--- src/rtl/player_cmd_arbiter_if.sv ---
// Action port from the command arbiter to the game-logic FSM.
// The arbiter drives the action; the consumer answers with out_ready.
interface player_cmd_arbiter_if;
  logic       out_valid;
  logic       out_ready;
  logic       out_player;
  logic [3:0] out_cmd;

  modport master (output out_valid, output out_player, output out_cmd, input out_ready);
  modport slave  (input out_valid, input out_player, input out_cmd, output out_ready);
endinterface

--- src/rtl/player_cmd_arbiter.sv ---
// Per-player command FIFOs with attack cooldown filtering, round-robin
// merged onto a single registered valid/ready action port.
// Index 0 is P1 (letter keys), index 1 is P2 (arrow keys).
module player_cmd_arbiter #(
  parameter int unsigned DEPTH    = 4,
  parameter int unsigned COOLDOWN = 5000000,
  parameter int unsigned CD_W     = 23
) (
  input  logic                        clk,
  input  logic                        rst,
  input  logic [3:0]                  p1_cmd,
  input  logic [3:0]                  p2_cmd,
  input  logic                        flush,
  player_cmd_arbiter_if.master        act,
  output logic                        p1_busy,
  output logic                        p2_busy,
  output logic                        p1_drop,
  output logic                        p2_drop
);

  localparam int unsigned AW    = $clog2(DEPTH);
  localparam int unsigned CNT_W = AW + 1;

  logic [3:0]      mem     [2][DEPTH];
  logic [AW-1:0]   wr_ptr  [2];
  logic [AW-1:0]   rd_ptr  [2];
  logic [CNT_W-1:0] count  [2];
  logic [CD_W-1:0] cd_cnt  [2];
  logic [3:0]      cmd_in  [2];

  logic [1:0] busy, drop;
  logic [1:0] cand, attack, blocked, fits, push, pop, drop_next;
  logic       last_grant;
  logic       grant;
  logic       stage_free;
  logic       do_pop;

  assign p1_busy = busy[0];
  assign p2_busy = busy[1];
  assign p1_drop = drop[0];
  assign p2_drop = drop[1];

  // Classify inputs, pick the arbitration winner and decide pushes/drops.
  always_comb begin
    cmd_in[0]  = p1_cmd;
    cmd_in[1]  = p2_cmd;
    stage_free = !act.out_valid || act.out_ready;
    // Both non-empty: alternate; otherwise grant whichever is non-empty.
    if (count[0] != '0 && count[1] != '0) grant = ~last_grant;
    else                                  grant = (count[0] == '0);
    do_pop = !flush && stage_free && (count[0] != '0 || count[1] != '0);
    pop[0] = do_pop && !grant;
    pop[1] = do_pop && grant;
    for (int unsigned p = 0; p < 2; p++) begin
      cand[p]      = !cmd_in[p][3];
      attack[p]    = (cmd_in[p] == 4'd5) || (cmd_in[p] == 4'd7);
      blocked[p]   = attack[p] && (cd_cnt[p] != '0);
      // A full FIFO still accepts when its head leaves in the same cycle.
      fits[p]      = (count[p] != CNT_W'(DEPTH)) || pop[p];
      push[p]      = !flush && cand[p] && !blocked[p] && fits[p];
      drop_next[p] = !flush && cand[p] && !push[p];
    end
  end

  // FIFO storage; contents need no reset since pointers and counts gate reads.
  always_ff @(posedge clk) begin
    for (int unsigned p = 0; p < 2; p++) begin
      if (push[p]) mem[p][wr_ptr[p]] <= cmd_in[p];
    end
  end

  // FIFO pointers and occupancy.
  always_ff @(posedge clk or negedge rst) begin
    if (!rst) begin
      for (int unsigned p = 0; p < 2; p++) begin
        wr_ptr[p] <= '0;
        rd_ptr[p] <= '0;
        count[p]  <= '0;
      end
    end else begin
      for (int unsigned p = 0; p < 2; p++) begin
        if (flush) begin
          wr_ptr[p] <= '0;
          rd_ptr[p] <= '0;
          count[p]  <= '0;
        end else begin
          if (push[p]) wr_ptr[p] <= wr_ptr[p] + AW'(1);
          if (pop[p])  rd_ptr[p] <= rd_ptr[p] + AW'(1);
          case ({push[p], pop[p]})
            2'b10:   count[p] <= count[p] + CNT_W'(1);
            2'b01:   count[p] <= count[p] - CNT_W'(1);
            default: count[p] <= count[p];
          endcase
        end
      end
    end
  end

  // Attack cooldown counters, busy flags and registered drop pulses.
  always_ff @(posedge clk or negedge rst) begin
    if (!rst) begin
      for (int unsigned p = 0; p < 2; p++) cd_cnt[p] <= '0;
      busy <= '0;
      drop <= '0;
    end else begin
      for (int unsigned p = 0; p < 2; p++) begin
        if (push[p] && attack[p])  cd_cnt[p] <= CD_W'(COOLDOWN - 1);
        else if (cd_cnt[p] != '0)  cd_cnt[p] <= cd_cnt[p] - CD_W'(1);
        // Busy rises the cycle after the accepting edge, even for COOLDOWN=1.
        busy[p] <= (push[p] && attack[p]) || (cd_cnt[p] != '0);
      end
      drop <= drop_next;
    end
  end

  // Output stage register and round-robin history.
  always_ff @(posedge clk or negedge rst) begin
    if (!rst) begin
      act.out_valid  <= 1'b0;
      act.out_player <= 1'b0;
      act.out_cmd    <= 4'hF;
      last_grant     <= 1'b1;
    end else if (flush) begin
      act.out_valid <= 1'b0;
      act.out_cmd   <= 4'hF;
    end else if (stage_free) begin
      if (do_pop) begin
        act.out_valid  <= 1'b1;
        act.out_player <= grant;
        act.out_cmd    <= mem[grant][rd_ptr[grant]];
        last_grant     <= grant;
      end else begin
        act.out_valid <= 1'b0;
        act.out_cmd   <= 4'hF;
      end
    end
  end

endmodule

--- src/flat_wrapper.sv ---
// flat-port wrapper written by rule: the top's interface ports become plain ports
module player_cmd_arbiter_flat 
#(
  parameter int unsigned DEPTH    = 4,
  parameter int unsigned COOLDOWN = 5000000,
  parameter int unsigned CD_W     = 23
)
  (clk, rst, p1_cmd, p2_cmd, flush, p1_busy, p2_busy, p1_drop, p2_drop, act_out_valid, act_out_player, act_out_cmd, act_out_ready);
  player_cmd_arbiter_if act_i ();
  input  logic clk;
  input  logic rst;
  input  logic [3:0] p1_cmd;
  input  logic [3:0] p2_cmd;
  input  logic flush;
  output logic p1_busy;
  output logic p2_busy;
  output logic p1_drop;
  output logic p2_drop;
  output wire logic [$bits(act_i.out_valid)-1:0] act_out_valid;
  output wire logic [$bits(act_i.out_player)-1:0] act_out_player;
  output wire logic [$bits(act_i.out_cmd)-1:0] act_out_cmd;
  input wire logic [$bits(act_i.out_ready)-1:0] act_out_ready;
  assign act_out_valid = act_i.out_valid;
  assign act_out_player = act_i.out_player;
  assign act_out_cmd = act_i.out_cmd;
  assign act_i.out_ready = act_out_ready;
  player_cmd_arbiter #(.DEPTH(DEPTH), .COOLDOWN(COOLDOWN), .CD_W(CD_W)) u_core (.clk(clk), .rst(rst), .p1_cmd(p1_cmd), .p2_cmd(p2_cmd), .flush(flush), .act(act_i), .p1_busy(p1_busy), .p2_busy(p2_busy), .p1_drop(p1_drop), .p2_drop(p2_drop));
endmodule
--- config.mk ---
export PLATFORM = sky130hd
export DESIGN_NAME = player_cmd_arbiter_flat
export DESIGN_NICKNAME = d
export VERILOG_FILES = /design/src/rtl/player_cmd_arbiter_if.sv /design/src/rtl/player_cmd_arbiter.sv /design/src/flat_wrapper.sv
export SDC_FILE = /design/constraint.sdc
export NUM_CORES = 1
export LEC_CHECK = 0
export CORE_MARGIN = 2
export CORE_UTILIZATION = 25
export CTS_CLUSTER_SIZE = 25
export DETAILED_ROUTE_END_ITERATION = 10
export GPL_TIMING_DRIVEN = 0
export PLACE_DENSITY = 0.48
export SETUP_SLACK_MARGIN = 0.02
export SKIP_CTS_REPAIR_TIMING = 1
export SLEW_MARGIN = 10
export SYNTH_ARGS = -nofsm -noshare
export SYNTH_HDL_FRONTEND = slang
export SYNTH_SLANG_ARGS = --single-unit
--- constraint.sdc ---
create_clock -name clk -period 3.2 [get_ports clk]
set_clock_uncertainty 0.05 [all_clocks]
set_input_delay 0.64 -clock clk [delete_from_list [all_inputs] [get_ports clk]]
set_output_delay 0.64 -clock clk [all_outputs]
set_load 0.01 [all_outputs]
==> out/summary.txt <==
Most frequent cells in the layout -> dfrtp_1, nand2_1, nor2_1
First-pass GRT wire length -> 18,800 um
Failing checks -> negative setup slack
Cells after DPL -> 749
Fillers -> 2,091
GRT Total Usage -> 0.110
Most common cell after layout, fill and taps aside -> dfrtp_1
Pwr per Cell Area -> 636 nW/um2
Gr ovfl total -> 0
Final Cell Area -> 6140 um2
Leakage power -> 2.26 nW
Final setup violation count -> 1
Root Buffer -> clkbuf_16
Biggest area consumer among synthesized cells -> dfrtp_1
Area contributors post-synth -> dfrtp_1, edfxtp_1, nor2_1
Share of layout cells above drive strength 1 -> 0.135
Vias -> 3,603
Core area -> 20,000 um2
Die area -> 21,400 um2
Clock buffer depth -> 2
Yosys warns -> 0
Syn Area/Cell -> 11.1 um2
Ys async rst share -> 0.689
Worst slew pin tran -> 0.726 ns
CP max stage delay -> 0.53 ns
Fmax achieved -> 298 MHz
# rows -> 52
Worst path slowest cell -> or4_1
Die height -> 146 um
Critical Path End Type -> flop
R2R cell count -> 11
Critical path class -> flop to flop
Cell Chain, Critical Path -> nor2_2 -> or4b_1 -> buf_2 -> or4_4 -> a311oi_4 -> nor2_2 -> fa_2 -> or4_1 -> nor2_1 -> o21bai_1 -> nand3_1
Clock Pin Slew Worst Setup and Hold Paths -> 0.07 ns
Post-placement cell area -> 5650 um2
Wire per inst -> 14.1 um
MaxCap Viol Count -> 0
Pin count of the biggest net entering global routing -> 61
CP max FO -> 8
EDFF count, synth -> 32
Worst-Skew Late Latency -> 0.35 ns
WP data required -> 3.44 ns
DR iter-0 viols -> 216
CTS buffer count -> 9
Slack of the critical path -> -0.156 ns
Dpl hpwl -> 7740 um
RSZ-0062 raised after global routing -> true
Fin crit share -> 1.05
Hold WS -> 0.0879 ns
Post-Syn Instances -> 458
Seq cells post-synth -> 103
Post-route minimum period -> 3.36 ns
Post-synth top area share -> 0.326
Vias in the first global route -> 3,676
Outcome -> complete, but fails checks
Final antenna-violating net count -> 0
Pre-antenna DRT Iters -> 4
Post-Syn Area -> 5070 um2
Initial Util -> 0.253
Hold crit path type -> primary input to asynchronous set/reset pin
Worst EP arrival -> 3.60 ns
Max_slew headroom -> 0.512
Hold Vio Cnt, Final -> 0
P&R area growth vs syn -> 21.1%
Crit path top cell by count -> nor2_2
Initial antenna violation count -> 0
Last weighted congestion value of the routability-driven placer -> 0.763
Final std cells w/o fill -> 780
TritonCTS clock tree -> yes
Ys flop type -> dfrtp_1
Number of library cell types mapped by synthesis -> 62
Final wirelength -> 11,000 um
Final net count -> 529
CTS Sinks -> 103
Chip width -> 146 um
DRC Markers -> 0
IO buf count -> 20
Max Slew Vio Count -> 0
Vias/cell -> 4.62
Worst vdd ir -> 0.256 mV
Seq/Total Area, Yosys -> 0.541
Syn nets -> 482
N_diodes -> 0
Io pins -> 22
Startpoint type of the worst setup path -> flop
H-tree levels -> 3
[layout make-up]
class	instances	area [um2]	share of cell area
Sequential cell	103	2740	0.447
Multi-Input combinational cell	330	2290	0.372
Timing Repair Buffer	36	338	0.0550
Tap cell	270	338	0.0550
Clock buffer	13	260	0.0424
Buffer	14	67.6	0.0110
Clock inverter	3	65.1	0.0106
Inverter	11	41.3	0.00673
[power breakdown]
group          total [mW]  switching [mW]  internal (mW)  leakage [nW]
sequential           1.73           0.188           1.54          1.14
combinational       0.976           0.536          0.440         0.967
clock                1.21           0.477          0.728         0.160
[flip-flops by register name, indices dropped and copies added (netlist names), 2 cells and up]
name	count
u_core.count	6
u_core.mem	32
u_core.rd_ptr	4
u_core.drop	2
u_core.act.out_cmd	4
u_core.cd_cnt	46
u_core.busy	2
u_core.wr_ptr	4
[through the flow]
stage | util | setup TNS [ns] | setup slack (ns) | power (mW)
final | 0.306 | -0.156 | -0.156 | 3.91
after global routing | 0.306 | -0.371 | -0.322 | 4.16
after CTS | 0.298 | -0.563 | -0.386 | 3.89
after detailed placement | 0.282 | -0.577 | -0.333 | 2.67
after global placement | 0.281 | -85.00 | -1.26 | 2.64
after floorplan | - | 0 | 0.0391 | 2.34
[synth_stat cells (2+ instances only)]
library cell  count
dfrtp_1          66
nor2_1           40
nand2_1          39
edfxtp_1         32
nor3_1           26
a21oi_1          16
xnor2_1          16
xor2_1           15
o21ai_0          14
mux2i_1          13
or3_1            12
inv_1            11
a211oi_1         10
and2_1           10
ha_1             10
nor2b_1           9
or4_1             9
clkbuf_1          8
nand3_1           8
nor4_1            7
o31ai_1           7
a31oi_1           6
a21o_1            5
dfstp_2           5
nand2b_1          5
and3_1            4
nor3b_1           3
o211ai_1          3
o22ai_1           3
or2_2             3
a211o_1           2
a32o_1            2
buf_1             2
buf_2             2
fa_1              2
mux2_2            2
mux4_2            2
nor4b_1           2
o21bai_1          2
o41ai_1           2
or4_4             2
[worst max-delay path, delay by kind of cell, from the launching register on]
kind | cells | cell delay [ns]
simple gates | 7 | 1.81
compound gates | 2 | 0.46
flops | 1 | 0.40
fa+ha+maj | 1 | 0.38
buf+inv | 1 | 0.18
[layer usage]
layer	global-route usage	routed length, um	vias to the layer above
li1	-	-	1760
met1	0.141	5040	1776
met2	0.183	5480	52
met3	0.0209	278	15
met4	0.0461	226	0
met5	0	0	-
[final timing paths]
check                                   from                   end  slack, ns
setup / recovery           u_core.cd_cnt[34]       u_core.count[5]      -0.16
setup reg to reg           u_core.cd_cnt[34]       u_core.count[5]      -0.16
max in group asynchronous                rst     u_core.last_grant       2.44
min in group clk           u_core.cd_cnt[21]     u_core.cd_cnt[21]       0.42
hold / removal                           rst  u_core.act.out_valid       0.09
hold reg to reg            u_core.cd_cnt[21]     u_core.cd_cnt[21]       0.42
[logic make-up (layout without fill, tap and decap cells)]
group                    Yosys count  count (layout)  synth area share
multiplexers                      17              17            0.0390
AO/OA/AOI/OAI                     82              82             0.116
XOR/XNOR                          31              31            0.0536
buffers and inverters             25              77            0.0212
flip-flops                       103             103             0.541
adder cells (fa/ha/maj)           12              12            0.0326
AND/OR/NAND/NOR                  188             188             0.196
Note: power is estimated with default switching activity, not from simulation.
==> edit 1 (config.mk and constraints unchanged) <==
`CD_W` is set to 23 in 2 places; all go to 31.
--- a/src/rtl/player_cmd_arbiter.sv
+++ b/src/rtl/player_cmd_arbiter.sv
@@ -4,7 +4,7 @@
 module player_cmd_arbiter #(
   parameter int unsigned DEPTH    = 4,
   parameter int unsigned COOLDOWN = 5000000,
-  parameter int unsigned CD_W     = 23
+  parameter int unsigned CD_W     = 31
 ) (
   input  logic                        clk,
   input  logic                        rst,
--- a/src/flat_wrapper.sv
+++ b/src/flat_wrapper.sv
@@ -3,7 +3,7 @@
 #(
   parameter int unsigned DEPTH    = 4,
   parameter int unsigned COOLDOWN = 5000000,
-  parameter int unsigned CD_W     = 23
+  parameter int unsigned CD_W     = 31
 )
   (clk, rst, p1_cmd, p2_cmd, flush, p1_busy, p2_busy, p1_drop, p2_drop, act_out_valid, act_out_player, act_out_cmd, act_out_ready);
   player_cmd_arbiter_if act_i ();
Behaviour: same outputs for any inputs over 4 cycles, from zero or initial values and one cycle with rst low; that may be too few to reach the edited logic, so the function may still have changed.
==> edit 1 against the unedited design <==
Final area rose by 14%. Power up 13%. Worst setup slack better by 0.31 ns. Worst hold slack gained 0.069 ns. Sequential cell count grew 16. Highest routed layer unchanged. Fmax up 10%. Routed wire length is 6.6% higher. Synthesized area is 14% higher. Critical path type unchanged.
==> edit 1: results (changes against the unedited design) <==
| Metric | Value |
|---|---|
| Run status | finished, final reports clean |
| M3 GR Usage | 3.08% (+0.99 points) |
| PortBufs | 21 (+5.0%) |
| First-pass GRT wire length | 19.7 mm (+4.8%) |
| Largest net degree at the start of global routing | 52 (-15%) |
| Synth Area in XOR/XNOR | 7.59% (+2.2 points) |
| Worst slack, placed | -0.105 ns (+0.228 ns) |
| H-tree depth | 4 (+1) |
| CLK BUF | 23 (+10) |
| Clk_lat worst skew | 0.41 ns (+0.06 ns) |
| Compound-gate portion of the synthesized area | 7.46% (-4.2 points) |
| WL met3 | 360 µm (+29%) |
| Synth area leaders | dfrtp_1 36%, edfxtp_1 17%, xor2_1 3.9% |
| Total chip power | 0.00440 W (+13%) |
| Final HPWL DP | 8.32 mm (+7.5%) |
| CP max stage cell | or4_4 |
| Placed Area | 6360 µm² (+13%) |
| Peak VDD IR | 0.000395 V (+54%) |
| Clk tree area frac | 8.43% (+3.1 points) |
| Met1 Usage GRT | 12.7% (-1.4 points) |
| FF+latch area | 3150 µm² (+15%) |
| Non-clock buffer total of the final layout | 38 (-24%) |
| Max FFs per register | 62 (+35%) |
| Via/cell ratio | 4.58 (-0.86%) |
| Post-synth ARST share | 73.1% (+4.2 points) |
| Critical path arrival | 3.33 ns (-0.27 ns) |
| Layout cell share with drive strength beyond 1 | 12.8% (-0.70 points) |
| Netlist cell types | 67 (+8.1%) |
| Synth Area per Inst | 11.4 µm² (+2.6%) |
| Met2 WL | 5.61 mm (+2.4%) |
| Number of fill cells | 2272 (+8.7%) |
| Multi-In Gates | 364 (+10%) |
| Final non-filler cell total | 854 (+9.5%) |
| Routability cong. | 0.759 (-0.55%) |
| Largest stage delay, worst path | 0.58 ns (+0.05 ns) |
| Synthesized Nets | 532 (+10%) |
| Non-clock buffer share | 4.70% (-1.9 points) |
| 1st-iter DRT viols | 164 (-24%) |
| Sw Share | 26.3% (-4.5 points) |
| Leakage | 2.80 nW (+24%) |
| Synth Area in Adders | 2.86% (-0.40 points) |
| Gate power share | 17.0% (-8.0 points) |
| Seq/Total Area, Yosys | 54.5% (+0.38 points) |
| Total CTS buffers | 17 (+8) |
| CP Max Fanout | 10 (+2) |
| Reg clk slew, reported paths | 0.05 ns (-0.02 ns) |
| NumNets Final | 580 (+9.6%) |
| Worst-Margin Slew | 0.747 ns (+0.0214 ns) |
| Layout Utilization | 31.0% (+0.38 points) |
| Finished Cell Area | 7020 µm² (+14%) |
| M1 WL | 5.51 mm (+9.4%) |
| Placed cell count | 815 (+8.8%) |
| Inverter count | 16 (+5) |
| Final wirelength | 11.8 mm (+6.6%) |
| Vias in the first global route | 3961 (+7.8%) |
[edit 1: cell types whose count changed after synthesis, moves of 6 or more]
cell,delta
a21oi_1,-6
dfrtp_1,+16
mux2i_1,+9
nand2_1,+13
nor4_1,+8
o21ai_0,-6
o31ai_1,-6
xnor2_1,+8
xor2_1,+11
[edit 1: final timing paths]
| path | startpoint | end | slack (ns) | cells past startpoint |
|---|---|---|---|---|
| max in group asynchronous | rst | u_core.last_grant | 2.27 | 2 |
| min reg2reg | u_core.cd_cnt[48] | u_core.cd_cnt[48] | 0.41 | 1 |
| max reg2reg | u_core.cd_cnt[3] | u_core.count[2] | 0.16 | 11 |
| min | rst | u_core.act.out_valid | 0.16 | 1 |
| min in group clk | u_core.cd_cnt[48] | u_core.cd_cnt[48] | 0.41 | 1 |
| max | u_core.cd_cnt[3] | u_core.count[2] | 0.16 | 11 |
==> edit 2 (same flow settings) <==
Without the edit above. Make the reset (`rst`) synchronous in 3 clocked blocks.
--- a/src/rtl/player_cmd_arbiter.sv
+++ b/src/rtl/player_cmd_arbiter.sv
@@ -70,7 +70,7 @@
   end
 
   // FIFO pointers and occupancy.
-  always_ff @(posedge clk or negedge rst) begin
+  always_ff @(posedge clk) begin
     if (!rst) begin
       for (int unsigned p = 0; p < 2; p++) begin
         wr_ptr[p] <= '0;
@@ -97,7 +97,7 @@
   end
 
   // Attack cooldown counters, busy flags and registered drop pulses.
-  always_ff @(posedge clk or negedge rst) begin
+  always_ff @(posedge clk) begin
     if (!rst) begin
       for (int unsigned p = 0; p < 2; p++) cd_cnt[p] <= '0;
       busy <= '0;
@@ -114,7 +114,7 @@
   end
 
   // Output stage register and round-robin history.
-  always_ff @(posedge clk or negedge rst) begin
+  always_ff @(posedge clk) begin
     if (!rst) begin
       act.out_valid  <= 1'b0;
       act.out_player <= 1'b0;
Behaviour: differs if rst is asserted again (counterexample within 4 cycles, from zero or initial values and one cycle with rst low); with rst held inactive, the same outputs for 4 cycles.
==> edit 2 against the unedited design <==
Synthesized area up 1.7%. Sequential cell count is the same. Critical endpoint is now u_core.count[1][2]. Routed wire length is 3.1% lower. Worst setup slack better by 0.19 ns. First-iteration DRC count down 25%. Final area up 0.43%. Worst hold slack gained 0.35 ns.
Power is not compared: it rests on default switching activity, and its combinational part moved more than twofold at a synthesized area within 25%.
==> edit 2: results (changes against the unedited design) <==
| Metric | Value |
|---|---|
| Run status | finished, final reports clean |
| Placed Area | 5710 µm² (+1.1%) |
| Reg with most FFs | u_core.cd_cnt |
| Hold Worst Slack | 0.443 ns (+0.355 ns) |
| Critical path arrival | 3.22 ns (-0.38 ns) |
| Leakage | ~2.2 nW |
| Largest net degree at the start of global routing | 24 (-61%) |
| CP max stage cell | or4_4 |
| Final HPWL DP | 7.31 mm (-5.6%) |
| Post-synth top cells | 92 x edfxtp_1, 56 x nor2_1, 28 x a21oi_1 |
| Via/cell ratio | 4.43 (-4.1%) |
| Post-synth ARST share | 0% (-69 points) |
| Routability cong. | 0.708 (-7.2%) |
| PortBufs | 21 (+5.0%) |
| PwrDens | ~530 nW/µm² |
| CP Max Fanout | 4 (-4) |
| Wire length per cell | 14.5 µm (+2.4%) |
| First-pass GRT wire length | 17.1 mm (-9.1%) |
| Synthesized Nets | 450 (-6.6%) |
| H-tree depth | 3 (unchanged) |
| Number of fill cells | 2046 (-2.2%) |
| NumNets Final | 493 (-6.8%) |
| Number of flops mapped to enable cells by yosys | 92 (+190%) |
| DRC violations left | 0 (unchanged) |
| Synth Area per Inst | 12.3 µm² (+11%) |
| Reg clk slew, reported paths | 0.07 ns (about the same) |
| Layout cell share with drive strength beyond 1 | 11.8% (-1.8 points) |
| Worst slew margin | 33.4% (-18 points) |
| Initial antenna violation count | 0 (unchanged) |
| Max FFs per register | 46 (unchanged) |
| 1st-iter DRT viols | 163 (-25%) |
| Largest stage delay, worst path | roughly 0.54 ns |
| Final wirelength | 10.7 mm (-3.1%) |
| Clk_lat worst skew | roughly 0.36 ns |
| Clock network power share | 35.9% |
| Netlist cell types | 49 (-21%) |
| Placed cell count | 711 (-5.1%) |
| Setup WS post-layout | 0.0362 ns (+0.192 ns) |
| HP Class | register to register |
| Crit path max-delay family | simple AND/OR/NAND/NOR gates |
| Sw Share | approximately 25% |
| Yosys Warn Count | 0 (unchanged) |
| Seq/Total Area, Yosys | 57.9% (+3.7 points) |
| Synth area leaders | edfxtp_1 54%, dfxtp_1 4.3%, ha_1 4.1% |
| Vias in the first global route | 3433 (-6.6%) |
| Worst slack, placed | -0.384 ns (-0.0505 ns) |
| CTS root buffer | clkbuf_16 |
| Peak VDD IR | ~0.00022 V |
| GRT Util Overall | 10.1% (-0.92 points) |
edit 2: cell count changes after synthesis, moves of 9 or more:
cell | before | now
a21oi_1 | 16 | 28
nand4_1 | 0 | 11
dfxtp_1 | 0 | 11
edfxtp_1 | 32 | 92
dfrtp_1 | 66 | 0
o21ai_0 | 14 | 5
a211oi_1 | 10 | 0
nor3_1 | 26 | 17
nor2_1 | 40 | 56
or3_1 | 12 | 0
nand2_1 | 39 | 18
edit 2: cell type report:
class                   instances  area [µm²]  share of cell area [%]
inverters                      17        63.8                    1.03
multi-input cells             288        2110                    34.3
clock buffers                  13         272                    4.40
flip-flops and latches        103        2980                    48.4
plain buffers                  12        57.6                   0.933
well taps                     270         338                    5.48
clock inverters                 3        47.5                   0.771
repair buffers                 32         293                    4.75
edit 2: worst paths after layout:
kind | startpoint | endpoint | cells past startpoint
hold reg to reg | u_core.act.out_cmd[3] | u_core.act.out_cmd[3] | 2
setup / recovery | u_core.cd_cnt[1][18] | u_core.count[1][2] | 12
setup reg to reg | u_core.cd_cnt[1][18] | u_core.count[1][2] | 12
hold / removal | u_core.act.out_cmd[3] | u_core.act.out_cmd[3] | 2
edit 2: cell families after synthesis:
logic type                 after synthesis  share of synthesized area (%)
AOI/OAI and AO/OA                       51                           6.60
xor gates and xnor gates                43                           7.31
adders and majority gates               18                           4.51
buffers and inverters                   29                           2.31
DFF                                    103                           57.9
muxes                                   14                           4.66
and+or+nand+nor                        162                           16.7
edit 2: routing by layer:
metal	GRT usage, %	up-vias	wire [µm]
met5	0	-	0
met4	2.31	0	100
met3	3.80	7	339
met2	17.0	34	5180
met1	12.3	1601	5060
li1	-	1628	-
